File: src/rtl/regfile_mp_if.sv
// regfile_mp_if: write port, packed read ports and status flags of the multi-port register file.
interface regfile_mp_if #(
    parameter int WIDTH   = 32,
    parameter int REGBITS = 3,
    parameter int NREAD   = 2
);
    logic                     regwrite;
    logic [REGBITS-1:0]       wa;
    logic [WIDTH-1:0]         wd;
    logic [NREAD*REGBITS-1:0] ra;
    logic [NREAD*WIDTH-1:0]   rd;
    logic                     busy;
    logic                     wr_dropped;
    modport master (output regwrite, wa, wd, ra, input rd, busy, wr_dropped);
    modport slave (input regwrite, wa, wd, ra, output rd, busy, wr_dropped);
endinterface

File: src/rtl/regfile_mp.sv
// regfile_mp: 2**REGBITS x WIDTH register file, NREAD async reads, entry 0 reads zero, clear sweep after reset.
// Define REGFILE_BYPASS_EN to forward the write data to read ports addressing wa in the same cycle.
module regfile_mp #(
    parameter int WIDTH   = 32,
    parameter int REGBITS = 3,
    parameter int NREAD   = 2
) (
    input logic         clk,
    input logic         reset,
    regfile_mp_if.slave bus
);
    localparam int DEPTH = 2 ** REGBITS;
    typedef enum logic {CLEAR, READY} state_t;
    state_t             state, state_n;
    logic [REGBITS-1:0] ptr, ptr_n;
    logic               busy_q, busy_n, dropped_q, dropped_n;
    logic               clearing, mem_we;
    logic [REGBITS-1:0] mem_wa;
    logic [WIDTH-1:0]   mem_wd;
    logic [WIDTH-1:0]   mem [DEPTH];
    logic [WIDTH-1:0]   rd_p [NREAD];
    always_ff @(posedge clk) begin
        if (reset) begin
            state     <= CLEAR;
            ptr       <= REGBITS'(1);
            busy_q    <= 1'b1;
            dropped_q <= 1'b0;
        end else begin
            state     <= state_n;
            ptr       <= ptr_n;
            busy_q    <= busy_n;
            dropped_q <= dropped_n;
        end
    end
    always_comb begin
        state_n = (state == CLEAR && ptr == '1) ? READY : state;
        ptr_n   = (state == CLEAR && ptr != '1) ? ptr + 1'b1 : ptr;
    end
    // The sweep shares the single write port; user writes are only accepted once READY.
    always_comb begin
        clearing  = state == CLEAR;
        busy_n    = clearing && ptr != '1;
        dropped_n = clearing && bus.regwrite;
        mem_we    = !reset && (clearing || (bus.regwrite && bus.wa != '0));
        mem_wa    = clearing ? ptr : bus.wa;
        mem_wd    = clearing ? '0 : bus.wd;
    end
    always_ff @(posedge clk) begin
        if (mem_we) mem[mem_wa] <= mem_wd;
    end
    for (genvar i = 0; i < NREAD; i++) begin : g_rd
        logic [REGBITS-1:0] a;
        assign a = bus.ra[i*REGBITS +: REGBITS];
`ifdef REGFILE_BYPASS_EN
        assign rd_p[i] = (clearing || a == '0) ? '0 : (bus.regwrite && a == bus.wa) ? bus.wd : mem[a];
`else
        assign rd_p[i] = (clearing || a == '0) ? '0 : mem[a];
`endif
    end
    always_comb begin
        bus.rd = '0;
        for (int i = 0; i < NREAD; i++) bus.rd[i*WIDTH +: WIDTH] = rd_p[i];
    end
    assign bus.busy       = busy_q;
    assign bus.wr_dropped = dropped_q;
endmodule

File: src/flat_wrapper.sv
// flat-port wrapper written by rule: the top's interface ports become plain ports
module regfile_mp_flat 
#(
    parameter int WIDTH   = 32,
    parameter int REGBITS = 3,
    parameter int NREAD   = 2
)
  (clk, reset, bus_regwrite, bus_wa, bus_wd, bus_ra, bus_rd, bus_busy, bus_wr_dropped);
  regfile_mp_if #(.WIDTH(WIDTH), .REGBITS(REGBITS), .NREAD(NREAD)) bus_i ();
  input logic clk;
  input logic reset;
  input wire logic [$bits(bus_i.regwrite)-1:0] bus_regwrite;
  input wire logic [$bits(bus_i.wa)-1:0] bus_wa;
  input wire logic [$bits(bus_i.wd)-1:0] bus_wd;
  input wire logic [$bits(bus_i.ra)-1:0] bus_ra;
  output wire logic [$bits(bus_i.rd)-1:0] bus_rd;
  output wire logic [$bits(bus_i.busy)-1:0] bus_busy;
  output wire logic [$bits(bus_i.wr_dropped)-1:0] bus_wr_dropped;
  assign bus_i.regwrite = bus_regwrite;
  assign bus_i.wa = bus_wa;
  assign bus_i.wd = bus_wd;
  assign bus_i.ra = bus_ra;
  assign bus_rd = bus_i.rd;
  assign bus_busy = bus_i.busy;
  assign bus_wr_dropped = bus_i.wr_dropped;
  regfile_mp #(.WIDTH(WIDTH), .REGBITS(REGBITS), .NREAD(NREAD)) u_core (.clk(clk), .reset(reset), .bus(bus_i));
endmodule
File: config.mk
export PLATFORM = sky130hd
export DESIGN_NAME = regfile_mp_flat
export DESIGN_NICKNAME = d
export VERILOG_FILES = /design/src/rtl/regfile_mp_if.sv /design/src/rtl/regfile_mp.sv /design/src/flat_wrapper.sv
export SDC_FILE = /design/constraint.sdc
export NUM_CORES = 1
export LEC_CHECK = 0
export BUFFER_PORTS_ARGS = -buffer_cell sky130_fd_sc_hd__buf_4
export CELL_PAD_IN_SITES_DETAIL_PLACEMENT = 1
export CELL_PAD_IN_SITES_GLOBAL_PLACEMENT = 1
export CORE_MARGIN = 10
export CORE_UTILIZATION = 54
export CTS_CLUSTER_DIAMETER = 150
export CTS_CLUSTER_SIZE = 16
export DETAILED_ROUTE_END_ITERATION = 12
export GPL_TIMING_DRIVEN = 0
export PLACE_DENSITY = 0.94
export SKIP_LAST_GASP = 1
export SYNTH_ARGS = -nofsm -noshare
export SYNTH_HDL_FRONTEND = slang
export SYNTH_SLANG_ARGS = --single-unit
File: constraint.sdc
create_clock -name clk -period 11.9 [get_ports clk]
set_clock_uncertainty 0.15 [all_clocks]
set_input_delay 2.38 -clock clk [delete_from_list [all_inputs] [get_ports clk]]
set_output_delay 2.38 -clock clk [all_outputs]
set_load 0.1 [all_outputs]
==> metrics.yaml, run 1 <==
status:
  outcome: "finished, final reports clean"
final_layout:
  final_nets: 951
  antenna_cells: 0
  layout.cells.non_filler: 1197
  syn_to_final_growth_pct: 16.1
  final_util_pct: 63.9
  final_cell_mix: "edfxtp_1, mux2i_1, buf_4, and2_1, a221oi_2"
  final_common_cell: "edfxtp_1"
  n_fill_cell: 1984
  design_area_um2: 14000
  drive_gt1_share_pct: 39.9
place:
  placed_cells: 1165
  gp_congestion: 0.834
  port_buffers: 108
  dpl_cell_area_um2: 13500
  dp_hpwl_mm: 26.3
  post-place-ws_ps: 5380
hold_path:
  hold_depth: 2
  worstHoldStart: "u_core.ptr[2]"
  hp-class: "flop to flop"
setup_path:
  path_cells: "buf_4 > nand2b_1 > buf_2 > o221ai_1 > a221oi_1 > buf_4"
  crit_type: "input port to output pin"
  path_max_fanout: 10
  slowest_delay_ps: 520
  worst-path-stages: 6
  r2r_cells: 7
  critical_path.startpoint: "bus_ra[2]"
  r2r_start: "u_core.state"
  cp-endpoint: "bus_rd[0]"
  cp_slowest_cell: "a221oi_1"
  endpoint_kind: "output pin"
  crit_top_cell: "buf_4"
  required_ps: 9370
  cp.arrival_ps: 4180
  timing.rr.end: "u_core.mem[6][1]"
  reg2reg_setup_slack_ps: 9180
  cpLargestDelayFamily: "buffers and inverters"
  critPathLaunchType: "input port"
  crit_buf_inv: 3
clock_tree:
  clock-sinks: 230
  clk_pin_slew_ps: 80
  cts_buffers: 18
  cts_buffer_depth: 3
  post-cts-setup-buffers: 0
  cts_hold_buf: 0
  clockRootBuffer: "clkbuf_16"
  cts_tree: "done"
  htree_levels: 1
  clk_latency_ps: 500
  cts_resized: 0
routing:
  vias_per_cell: 6.88
  drt-total-wl_mm: 40.4
  drtAntennaViolNets: 0
  drc: 0
  drt_iter0_drc: 1045
  drt_pass1_iterations: 5
  num_vias: 8237
  wire_per_inst_um: 33.8
timing:
  slew_headroom_pct: 39.0
  maxSlewViolCount: 0
  layout_min_cycle_time_ps: 6710
  setup_violations: 0
  period_share_pct: 56.4
  hold_viol_final: 0
  timing.fmax_mhz: 149
  tns_ps: 0
  tightest_slew_ps: 910
  grt_setup_unrepaired: "no"
  setup_ws_ps: 5190
global_route:
  grtUsageTotal_pct: 27.3
  grt-ovfl-total: 0
  antenna_found_initial: 0
  grt_pass1_wl_mm: 59.4
  grt_max_degree: 28
  grt_pass1_vias: 9001
logic_synthesis:
  synthesis.area_um2: 12100
  async_flop_share_pct: 0
  yosysSeqAreaShare_pct: 56.6
  yosysWarningCount: 0
  synthCells: 762
  synth_top_flop_cell: "edfxtp_1"
  ys_types: 32
  synth-seq-cells: 230
  syn_nets: 808
  synth_edf_count: 224
  avgSynthCellArea_um2: 15.9
power_and_ir_drop:
  power.leakage_nw: 5.33
  cell_internal_pwr_w: 0.00149
  switching_power_w: 0.000777
  p_comb_share_pct: 26.9
  p_per_area_nw_per_um2: 161
  peakVddDrop_mv: 0.171
  clkPwrFrac_pct: 26.2
  netSwitchingFraction_pct: 34.3
  pwr-share-seq_pct: 46.9
floorplan:
  rows: 54
  die_y_um: 170
  core_um2: 22000
  initial_utilization_pct: 55.1
  ios: 110
  die_x_um: 170
  dieArea_um2: 28800
flow_run:
  maxCapViolations: 0
power groups by stage:
| stage | clock network, W | logic (W) | registers, W |
|---|---|---|---|
| final | 0.000595 | 0.000609 | 0.00106 |
| after global routing | 0.000624 | 0.000632 | 0.00107 |
| after CTS | 0.000591 | 0.000603 | 0.00106 |
| after detailed placement | 0 | 0.000592 | 0.00107 |
| after global placement | 0 | 0.000534 | 0.00107 |
| after floorplan | 0 | 0.000397 | 0.00106 |
layout make-up:
class,count,area (um^2),share of cell area [%]
plain buffers,71,531,3.78
repair buffers,123,1020,7.25
flip-flops and latches,230,6850,48.8
inverters,4,15.0,0.107
clock inverters,1,11.3,0.0802
well taps,280,350,2.49
clock buffers,31,520,3.71
multi-input cells,457,4750,33.8
flip-flops by register name (all words and copies together) (netlist names):
register	cells
u_core.mem	224
u_core.ptr	3
u_core.bus.busy	1
u_core.bus.wr_dropped	1
u_core.state	1
Yosys cell counts, types with 4 or more instances:
master	n	share of area, %
edfxtp_1	224	56
mux2i_1	128	11
and2_1	98	5.1
a221oi_2	63	7.8
mux2_4	34	4.2
o221ai_2	34	4.2
buf_2	30	1.2
o221ai_1	30	2.2
mux2_2	20	1.9
buf_4	17	1.1
buf_6	12	1.1
mux2_1	10	0.93
nor2_1	7	0.22
clkbuf_1	6	0.19
dfxtp_1	6	0.99
nand2b_1	5	0.26
nor3_1	5	0.21
buf_12	4	0.66
inv_1	4	0.12
through the flow:
step / hold WS [ps] / power, W
CTS: 427 / 0.00225
detailed placement: 416 / 0.00166
global route: 448 / 0.00232
global placement: 367 / 0.00160
finish: 440 / 0.00227
floorplan: 342 / 0.00146
cell families (layout without fill, tap and decap cells):
kind of cell / Yosys count / after routing / synth area share, %
flip-flops: 230 / 230 / 56.6
multiplexers: 192 / 192 / 17.6
AO/OA/AOI/OAI: 138 / 138 / 14.9
AND/OR/NAND/NOR: 124 / 124 / 6.14
buffers and inverters: 75 / 230 / 4.51
adder cells (fa/ha/maj): 2 / 2 / 0.207
XOR/XNOR: 1 / 1 / 0.0724
worst reg2reg max path, delay by kind of cell, from the launching register on:
| kind | cells | cell delay (ps) |
|---|---|---|
| and+or+nand+nor | 2 | 970 |
| buffers and inverters | 4 | 800 |
| DFF | 1 | 340 |
| AOI/OAI and AO/OA | 1 | 160 |
worst min path at each step:
stage / to / slack [ps]
final: u_core.ptr[2] / 440
after global routing: u_core.ptr[2] / 450
after CTS: u_core.ptr[2] / 430
after detailed placement: u_core.ptr[1] / 420
after global placement: u_core.ptr[2] / 370
after floorplan: u_core.ptr[2] / 340
layer usage:
layer	share of wire (%)	track usage (%)	wire length [um]	vias to the layer above
li1	-	-	-	3373
met1	38	33.2	15200	4216
met2	51	47.5	20500	542
met3	8.5	5.26	3450	106
met4	3.3	9.46	1320	0
met5	0	0	0	-
(Power assumes the default switching activity.)
==> run 2, diff against run 1 <==
Settings changed: CORE_UTILIZATION 54 to 46, PLACE_DENSITY 0.94 to 0.86.
Clock period 11.9 ns to 6.05 ns, I/O delays scaled along.
==> metrics.yaml, run 2 (synthesis results as in run 1) <==
place:
  port_buffers: 108  # unchanged
  gp_congestion: 0.825  # was 0.834
  dpl_cell_area_um2: 13600  # was 13500 um^2
  dp_hpwl_mm: 24.9  # was 26.3 mm
  post-place-ws_ps: 1900  # was 5380 ps
flow_run:
  maxCapViolations: 0  # unchanged
timing:
  period_share_pct: 69.7
  grt_setup_unrepaired: "no"  # unchanged
  layout_min_cycle_time_ps: 4220
  setup_ws_ps: 1830  # was 5190 ps
  timing.fmax_mhz: 237
  slew_headroom_pct: 46.5  # was 39.0%
  setup_violations: 0  # unchanged
  tightest_slew_ps: 798  # was 910 ps
  hold_viol_final: 0  # unchanged
  maxSlewViolCount: 0  # unchanged
  holdWs_ps: 393  # was 440 ps
routing:
  num_vias: 7785  # was 8237
  wire_per_inst_um: 29.1  # was 33.8 um
  drt_iter0_drc: 670  # was 1045
  drt-total-wl_mm: 36.3  # was 40.4 mm
  drc: 0  # unchanged
  vias_per_cell: 6.25  # was 6.88
  drt_pass1_iterations: 5  # unchanged
  drtAntennaViolNets: 0  # unchanged
setup_path:
  crit_top_cell: "buf_4"  # unchanged
  cp_slowest_cell: "buf_2"  # was a221oi_1
  cp.arrival_ps: 2860  # was 4180 ps
  crit_type: "input port to output pin"  # unchanged
  r2r_cells: 7  # unchanged
  required_ps: 4690  # was 9370 ps
  path_cells: "buf_4 > nand2b_1 > buf_2 > o221ai_2 > a221oi_2 > buf_4"  # was buf_4 > nand2b_1 > buf_2 > o221ai_1 > a221oi_1 > buf_4
  cpLargestDelayFamily: "buffers and inverters"  # unchanged
  r2r_start: "u_core.state"  # unchanged
  reg2reg_setup_slack_ps: 3510  # was 9180 ps
  critPathLaunchType: "input port"  # unchanged
  path_max_fanout: 10  # unchanged
  crit_buf_inv: 3  # unchanged
  slowest_delay_ps: 400  # was 520 ps
  endpoint_kind: "output pin"  # unchanged
  timing.rr.end: "u_core.mem[2][30]"  # was u_core.mem[6][1]
floorplan:
  rows: 59  # was 54
  core_um2: 26000  # was 22000 um^2
  ios: 110  # unchanged
  initial_utilization_pct: 46.6  # was 55.1%
  die_y_um: 182  # was 170 um
  dieArea_um2: 33200  # was 28800 um^2
  die_x_um: 182  # was 170 um
status:
  outcome: "finished, final reports clean"  # unchanged
final_layout:
  n_fill_cell: 2521  # was 1984
  final_nets: 952  # was 951
  reg_top3: "u_core.mem (224), u_core.ptr (3)"  # unchanged
  antenna_cells: 0  # unchanged
  drive_gt1_share_pct: 40.3  # was 39.9%
  largest_register_ff_count: 224  # unchanged
  syn_to_final_growth_pct: 16.6  # was 16.1%
  final_cell_mix: "edfxtp_1, mux2i_1, buf_4, and2_1, a221oi_2"  # unchanged
  final_common_cell: "edfxtp_1"  # unchanged
  top_register: "u_core.mem"  # unchanged
  design_area_um2: 14100  # was 14000 um^2
clock_tree:
  clockRootBuffer: "clkbuf_16"  # unchanged
  htree_levels: 1  # unchanged
  clock-sinks: 230  # unchanged
  cts_hold_buf: 0  # unchanged
  cts_resized: 0  # unchanged
  post-cts-setup-buffers: 0  # unchanged
  clk_latency_ps: 500  # about the same
  cts_tree: "done"  # unchanged
  clk_pin_slew_ps: 60  # was 80 ps
  cts_buffer_depth: 3  # unchanged
  cts_buffers: 18  # unchanged
power_and_ir_drop:
  p_per_area_nw_per_um2: 309  # was 161 nW/um^2
  peakVddDrop_mv: 0.188  # was 0.171 mV
  power.leakage_nw: 5.33  # about the same
global_route:
  grt-ovfl-total: 0  # unchanged
  grt_max_degree: 23  # was 28
  grtUsageTotal_pct: 20.9  # was 27.3%
  grt_pass1_wl_mm: 53.6  # was 59.4 mm
  antenna_found_initial: 0  # unchanged
  grt_pass1_vias: 8544  # was 9001
hold_path:
  worstHoldStart: "u_core.ptr[1]"  # was u_core.ptr[2]
  min_to: "u_core.ptr[1]"  # was u_core.ptr[2]
  hp-class: "flop to flop"  # unchanged
  hold_depth: 2  # unchanged
-- run 2: changes by cell type in the layout (fill, tap and decap cells not counted), sizes merged --
| cell | delta |
|---|---|
| buf | +1 |
| clkbuf | -7 |
-- run 2: layer usage --
layer  GRT usage [%]  vias to the layer above  wire [um]
li1                -                     3362          -
met1            26.8                     4036      14900
met2            35.6                      319      17800
met3            3.15                       68       2330
met4            6.87                        0       1160
met5               0                        -          0
-- run 2: metrics by stage --
step	TNS [ps]	total power [W]	utilization, %	cells
global placement	-83060	0.00316	51.3	1205
global route	0	0.00450	54.3	1246
floorplan	0	0.00287	-	762
CTS	0	0.00437	54.3	1246
finish	0	0.00436	54.3	1246
detailed placement	0	0.00327	52.3	1221
-- run 2: worst min-delay path, cell delays in order (launching register included) --
cell     delay (ps)
dfxtp_1         350
o21ai_0          90
a21oi_1          60
-- run 2: area by class of cell --
type                    count  area (um^2)  share of cell area [%]
plain buffers              71          531                    3.76
clock buffers              24          494                    3.50
clock inverters             1         11.3                  0.0798
inverters                   4         15.0                   0.106
multi-input cells         457         4750                    33.7
flip-flops and latches    230         6850                    48.5
well taps                 335          419                    2.97
repair buffers            124         1040                    7.35
-- run 2: how the worst max path moves through the flow --
stage	cells past startpoint	end	slack, ps	start
floorplan	4	bus_rd[0]	720	bus_ra[1]
global placement	4	u_core.mem[6][9]	-1020	bus_wa[0]
detailed placement	6	bus_rd[53]	1900	bus_ra[5]
CTS	6	bus_rd[50]	1880	bus_ra[5]
global route	6	bus_rd[0]	1740	bus_ra[2]
finish	6	bus_rd[54]	1830	bus_ra[5]
-- run 2: power breakdown --
group          internal (W)  leakage, nW  switching (W)
Clock              0.000573        0.246       0.000544
Combinational      0.000357         2.92       0.000813
Sequential          0.00198         2.16      0.0000875
